$ cat src/rtl/gpio_in_filter.sv
// GPIO input conditioning: 2-flop synchronizer, shared sample prescaler,
// per-bit debounce counters and sticky edge event flags with a combined irq.
module gpio_in_filter #(
  parameter int DW      = 16,
  parameter int PRESC_W = 8,
  parameter int DB_CNT  = 4
) (
  input  logic               clk,
  input  logic               rst,
  input  logic [DW-1:0]      pin_in,
  input  logic [PRESC_W-1:0] presc,
  input  logic [DW-1:0]      rise_en,
  input  logic [DW-1:0]      fall_en,
  input  logic [DW-1:0]      evt_clr,
  output logic [DW-1:0]      gpio_clean,
  output logic [DW-1:0]      evt,
  output logic               irq
);

  localparam int DC_W = (DB_CNT > 1) ? $clog2(DB_CNT) : 1;
  localparam logic [DC_W-1:0] DC_LAST = DC_W'(DB_CNT - 1);

  logic [DW-1:0]            s1_q, s2_q;
  logic [PRESC_W-1:0]       pcnt_q, pcnt_d;
  logic [DW-1:0][DC_W-1:0]  dc_q, dc_d;
  logic [DW-1:0]            clean_q, clean_d;
  logic [DW-1:0]            evt_q, evt_d;
  logic                     tick_s;
  logic [DW-1:0]            rise_s, fall_s;

  // Prescaler reload, debounce counting and event flag next-state.
  always_comb begin
    tick_s  = (pcnt_q == {PRESC_W{1'b0}});
    pcnt_d  = pcnt_q - PRESC_W'(1);
    dc_d    = dc_q;
    clean_d = clean_q;
    if (tick_s) begin
      pcnt_d = presc;
    end else begin
      pcnt_d = pcnt_q - PRESC_W'(1);
    end
    for (int i = 0; i < DW; i++) begin
      if (!tick_s) begin
        dc_d[i] = dc_q[i];
      end else if (s2_q[i] == clean_q[i]) begin
        dc_d[i] = {DC_W{1'b0}};
      end else if (dc_q[i] == DC_LAST) begin
        clean_d[i] = s2_q[i];
        dc_d[i]    = {DC_W{1'b0}};
      end else begin
        dc_d[i] = dc_q[i] + DC_W'(1);
      end
    end
    // Masks are looked at only on the edge where the clean level flips;
    // a set in the same cycle as a clear wins.
    rise_s = clean_d & ~clean_q & rise_en;
    fall_s = ~clean_d & clean_q & fall_en;
    evt_d  = (evt_q & ~evt_clr) | rise_s | fall_s;
  end

  // State registers; everything returns to zero on reset.
  always_ff @(posedge clk or posedge rst) begin
    if (rst) begin
      s1_q    <= {DW{1'b0}};
      s2_q    <= {DW{1'b0}};
      pcnt_q  <= {PRESC_W{1'b0}};
      dc_q    <= '0;
      clean_q <= {DW{1'b0}};
      evt_q   <= {DW{1'b0}};
    end else begin
      s1_q    <= pin_in;
      s2_q    <= s1_q;
      pcnt_q  <= pcnt_d;
      dc_q    <= dc_d;
      clean_q <= clean_d;
      evt_q   <= evt_d;
    end
  end

  assign gpio_clean = clean_q;
  assign evt        = evt_q;
  assign irq        = |evt_q;

endmodule

$ cat config.mk
export PLATFORM = sky130hd
export DESIGN_NAME = gpio_in_filter
export DESIGN_NICKNAME = d
export VERILOG_FILES = /design/src/rtl/gpio_in_filter.sv
export SDC_FILE = /design/constraint.sdc
export NUM_CORES = 1
export LEC_CHECK = 0
export ABC_AREA = 1
export CAP_MARGIN = 20
export CORE_MARGIN = 2
export CORE_UTILIZATION = 63
export CTS_CLUSTER_SIZE = 20
export DETAILED_ROUTE_END_ITERATION = 7
export DONT_BUFFER_PORTS = 1
export PLACE_DENSITY = 0.86
export SKIP_LAST_GASP = 1
export SYNTH_ARGS = -nofsm -noshare
export SYNTH_HDL_FRONTEND = slang
export SYNTH_SLANG_ARGS = --single-unit
$ cat constraint.sdc
create_clock -name clk -period 3.9 [get_ports clk]
set_input_delay 0.585 -clock clk [delete_from_list [all_inputs] [get_ports clk]]
set_output_delay 0.585 -clock clk [all_outputs]
set_load 0.05 [all_outputs]
==> summary.txt <==
status -> finished, final reports clean
nets@finish -> 601
postcts setup bufs -> 0
Slew @ Worst Pin -> 0.6181 ns
reg-to-reg critical path startpoint -> pcnt_q[0]
Initial Utilization -> 64.92%
final worst slack -> 1.377 ns
RR Endpoint -> evt[6]
Reg2Reg Depth -> 7
maxcap violations -> 0
share of layout cells above drive strength 1 -> 6.214%
reg2reg setup slack -> 2.19 ns
row count -> 31
CTS H-tree lvls -> 3
Area Growth Syn to Fin -> 5.397%
post-synth top area cell -> dfrtp_1
DP HPWL -> 6362 um
Crit path required time -> 3.31 ns
Final Non-Filler Cells -> 614
Slew Viols, Final -> 0
met2 Resource Use GR -> 39.35%
post-cts repair resize count -> 0
Worst VDD drop -> 0.2669 mV
Crit. End Element -> output pin
busiest grt layer -> met2
die area -> 8140 um2
IO Pins -> 107
Top delay family on crit path -> simple AND/OR/NAND/NOR gates
Place WS -> 1.776 ns
Seq/Total Area, Yosys -> 55.57%
CORE AREA -> 7214 um2
placed inst area -> 4718 um2
worst path bufs/invs -> 1
delay of the slowest critical-path stage -> 0.57 ns
Setup Skew -> 0.01319 ns
startpoint types -> register
Total GRT Usage -> 22.91%
syn_area_per_cell -> 9.201 um2
vias in the first global route -> 3,382
met1 GRT Util -> 27.67%
via count -> 3,341
Synth Flop Type -> dfrtp_1
Cells after Synth -> 509
GR Util met3 -> 5.784%
Post-Syn Area -> 4683 um2
Static Leak -> 2.608 nW
dpl cells -> 597
worst-path fanout max -> 2
routed len/inst -> 14.38 um
CTS tree -> yes
Yosys Warn Count -> 0
Hold Crit Class -> in2async
Cell Chain, Critical Path -> inv_1 -> nand4_1 -> nor2_1 -> nand3_1
fin crit share -> 64.68%
initial antenna violation count -> 0
slowest CP cell -> dfrtp_1
Vias per Instance -> 5.441
RSZ-0062 raised after global routing -> no
Reg clk slew, reported paths -> 0.10 ns
Period minus WS final -> 2.523 ns
Ant. Diodes -> 0
slew margin rel. -> 58.73%
Setup TNS Final -> 0 ns
Root Driver -> clkbuf_8
RePlAce Congestion -> 0.8103
fmax -> 0.3964 GHz
Final Cell Area -> 4936 um2
clk_lat worst skew -> 0.37 ns
CTS Sinks -> 104
PortBufs -> 0
Synth Register Bits -> 104
Mapped Nets -> 600
EDFF count, synth -> 0
width of the die -> 90.22 um
clk buf depth -> 2
asr flop ratio synth -> 100.0%
DRC viols -> 0
total grt overflow -> 0
post-synth cell types -> 21
drt initial violations -> 179
synth cell count leaders -> nand2_1, dfrtp_1, inv_1
DR pass1 iterations -> 5
Final Power -> 2.069 mW
CTS Buf Count -> 9
Setup Viol. Count Final -> 0
top-area cell type share of the netlist area -> 55.57%
most instantiated library cell after synthesis -> nand2_1
remaining antenna violation count -> 0
CP arrival -> 1.94 ns
largest net degree at the start of global routing -> 87
Final Hold Viols -> 0
CP Class -> reg2out
Power Dens Cells -> 419.3 nW/um2
Die Y -> 90.22 um
top cells by area, synth -> dfrtp_1, nand2_1, nand3_1
hold_buf cts -> 0
first-pass GRT wire length -> 15,060 um
Total Wirelength -> 8827 um
## per-stage QoR
stage                     hold slack (ns)  utilization [%]
after floorplan                    0.3312                -
final                             0.01808            68.42
after global routing              0.01256            68.42
after global placement             0.3325            65.40
after CTS                          0.2215            68.04
after detailed placement           0.3363            65.40
## layout by cell type, fill, tap and decap left out
| master | Yosys | final |
|---|---|---|
| dfrtp_1 | 104 | 104 |
| clkbuf_8 | 0 | 11 |
| nand2_1 | 134 | 134 |
| clkinv_4 | 0 | 2 |
| o21bai_1 | 2 | 2 |
| clkinvlp_4 | 0 | 1 |
| or2_2 | 8 | 8 |
| xor2_1 | 17 | 17 |
| nor4_1 | 2 | 2 |
| nor2_4 | 1 | 1 |
| nor2_2 | 1 | 1 |
| clkinv_2 | 0 | 1 |
| o21ai_0 | 18 | 18 |
| a21oi_1 | 1 | 1 |
| o21ai_1 | 19 | 19 |
| inv_1 | 55 | 54 |
| nand3b_1 | 16 | 16 |
| inv_2 | 1 | 1 |
| xnor2_1 | 1 | 1 |
| inv_6 | 0 | 1 |
| nand3_1 | 52 | 52 |
| ha_1 | 17 | 17 |
| nor2_1 | 28 | 28 |
| nand4_1 | 18 | 18 |
| buf_16 | 0 | 1 |
| inv_4 | 0 | 1 |
| buf_4 | 0 | 3 |
## worst max-delay path by stage
stage	depth (start not counted)	slack (ns)	endpoint	start
after floorplan	1	0.58	dc_q[0]	rst
after global routing	4	1.27	irq	evt[15]
final	4	1.38	irq	evt[15]
after global placement	4	1.79	irq	evt[15]
after detailed placement	4	1.78	irq	evt[15]
after CTS	4	1.37	irq	evt[15]
## metal layers
layer / vias to the layer above / wire, um
met5: - / 0
met4: 0 / 191
met3: 14 / 530
met2: 90 / 4539
met1: 1592 / 3566
li1: 1645 / -
## flip-flops by register name, summed over array words and instances, names as in the netlist
| name | cells |
|---|---|
| dc_q | 32 |
| evt | 16 |
| gpio_clean | 16 |
| s1_q | 16 |
| s2_q | 16 |
| pcnt_q | 8 |
## where the power goes
part	switching (mW)	leakage, nW	internal, mW	total, mW
Clock	0.363	0.0959	0.271	0.633
Combinational	0.132	1.15	0.0842	0.216
Sequential	0.0607	1.36	1.16	1.22
Total	0.556	2.61	1.51	2.07
## final cells by class
type	instances	area [um2]
Tap cell	99	123.9
Clock inverter	5	38.79
Fill cell	565	2278
Timing Repair Buffer	4	50.05
Inverter	56	212.7
Clock buffer	11	151.4
Sequential cell	104	2603
Multi-Input combinational cell	335	1757
## worst reg2reg max path, cell delays in order, from the launching register on
cell and delay, ns:
dfrtp_1 0.38, inv_1 0.07, ha_1 0.18, nand2_1 0.09, nor2_4 0.13, buf_4 0.44, nand4_1 0.22, nand3_1 0.13
## cells by family after synthesis
group	count (synthesis)	synth area share (%)
simple gates	260	25.22
compound gates	40	4.381
flops	104	55.57
buf+inv	70	6.920
xor+xnor	18	3.366
fa+ha+maj	17	4.542
No activity file was read; power rests on OpenSTA's default activity.
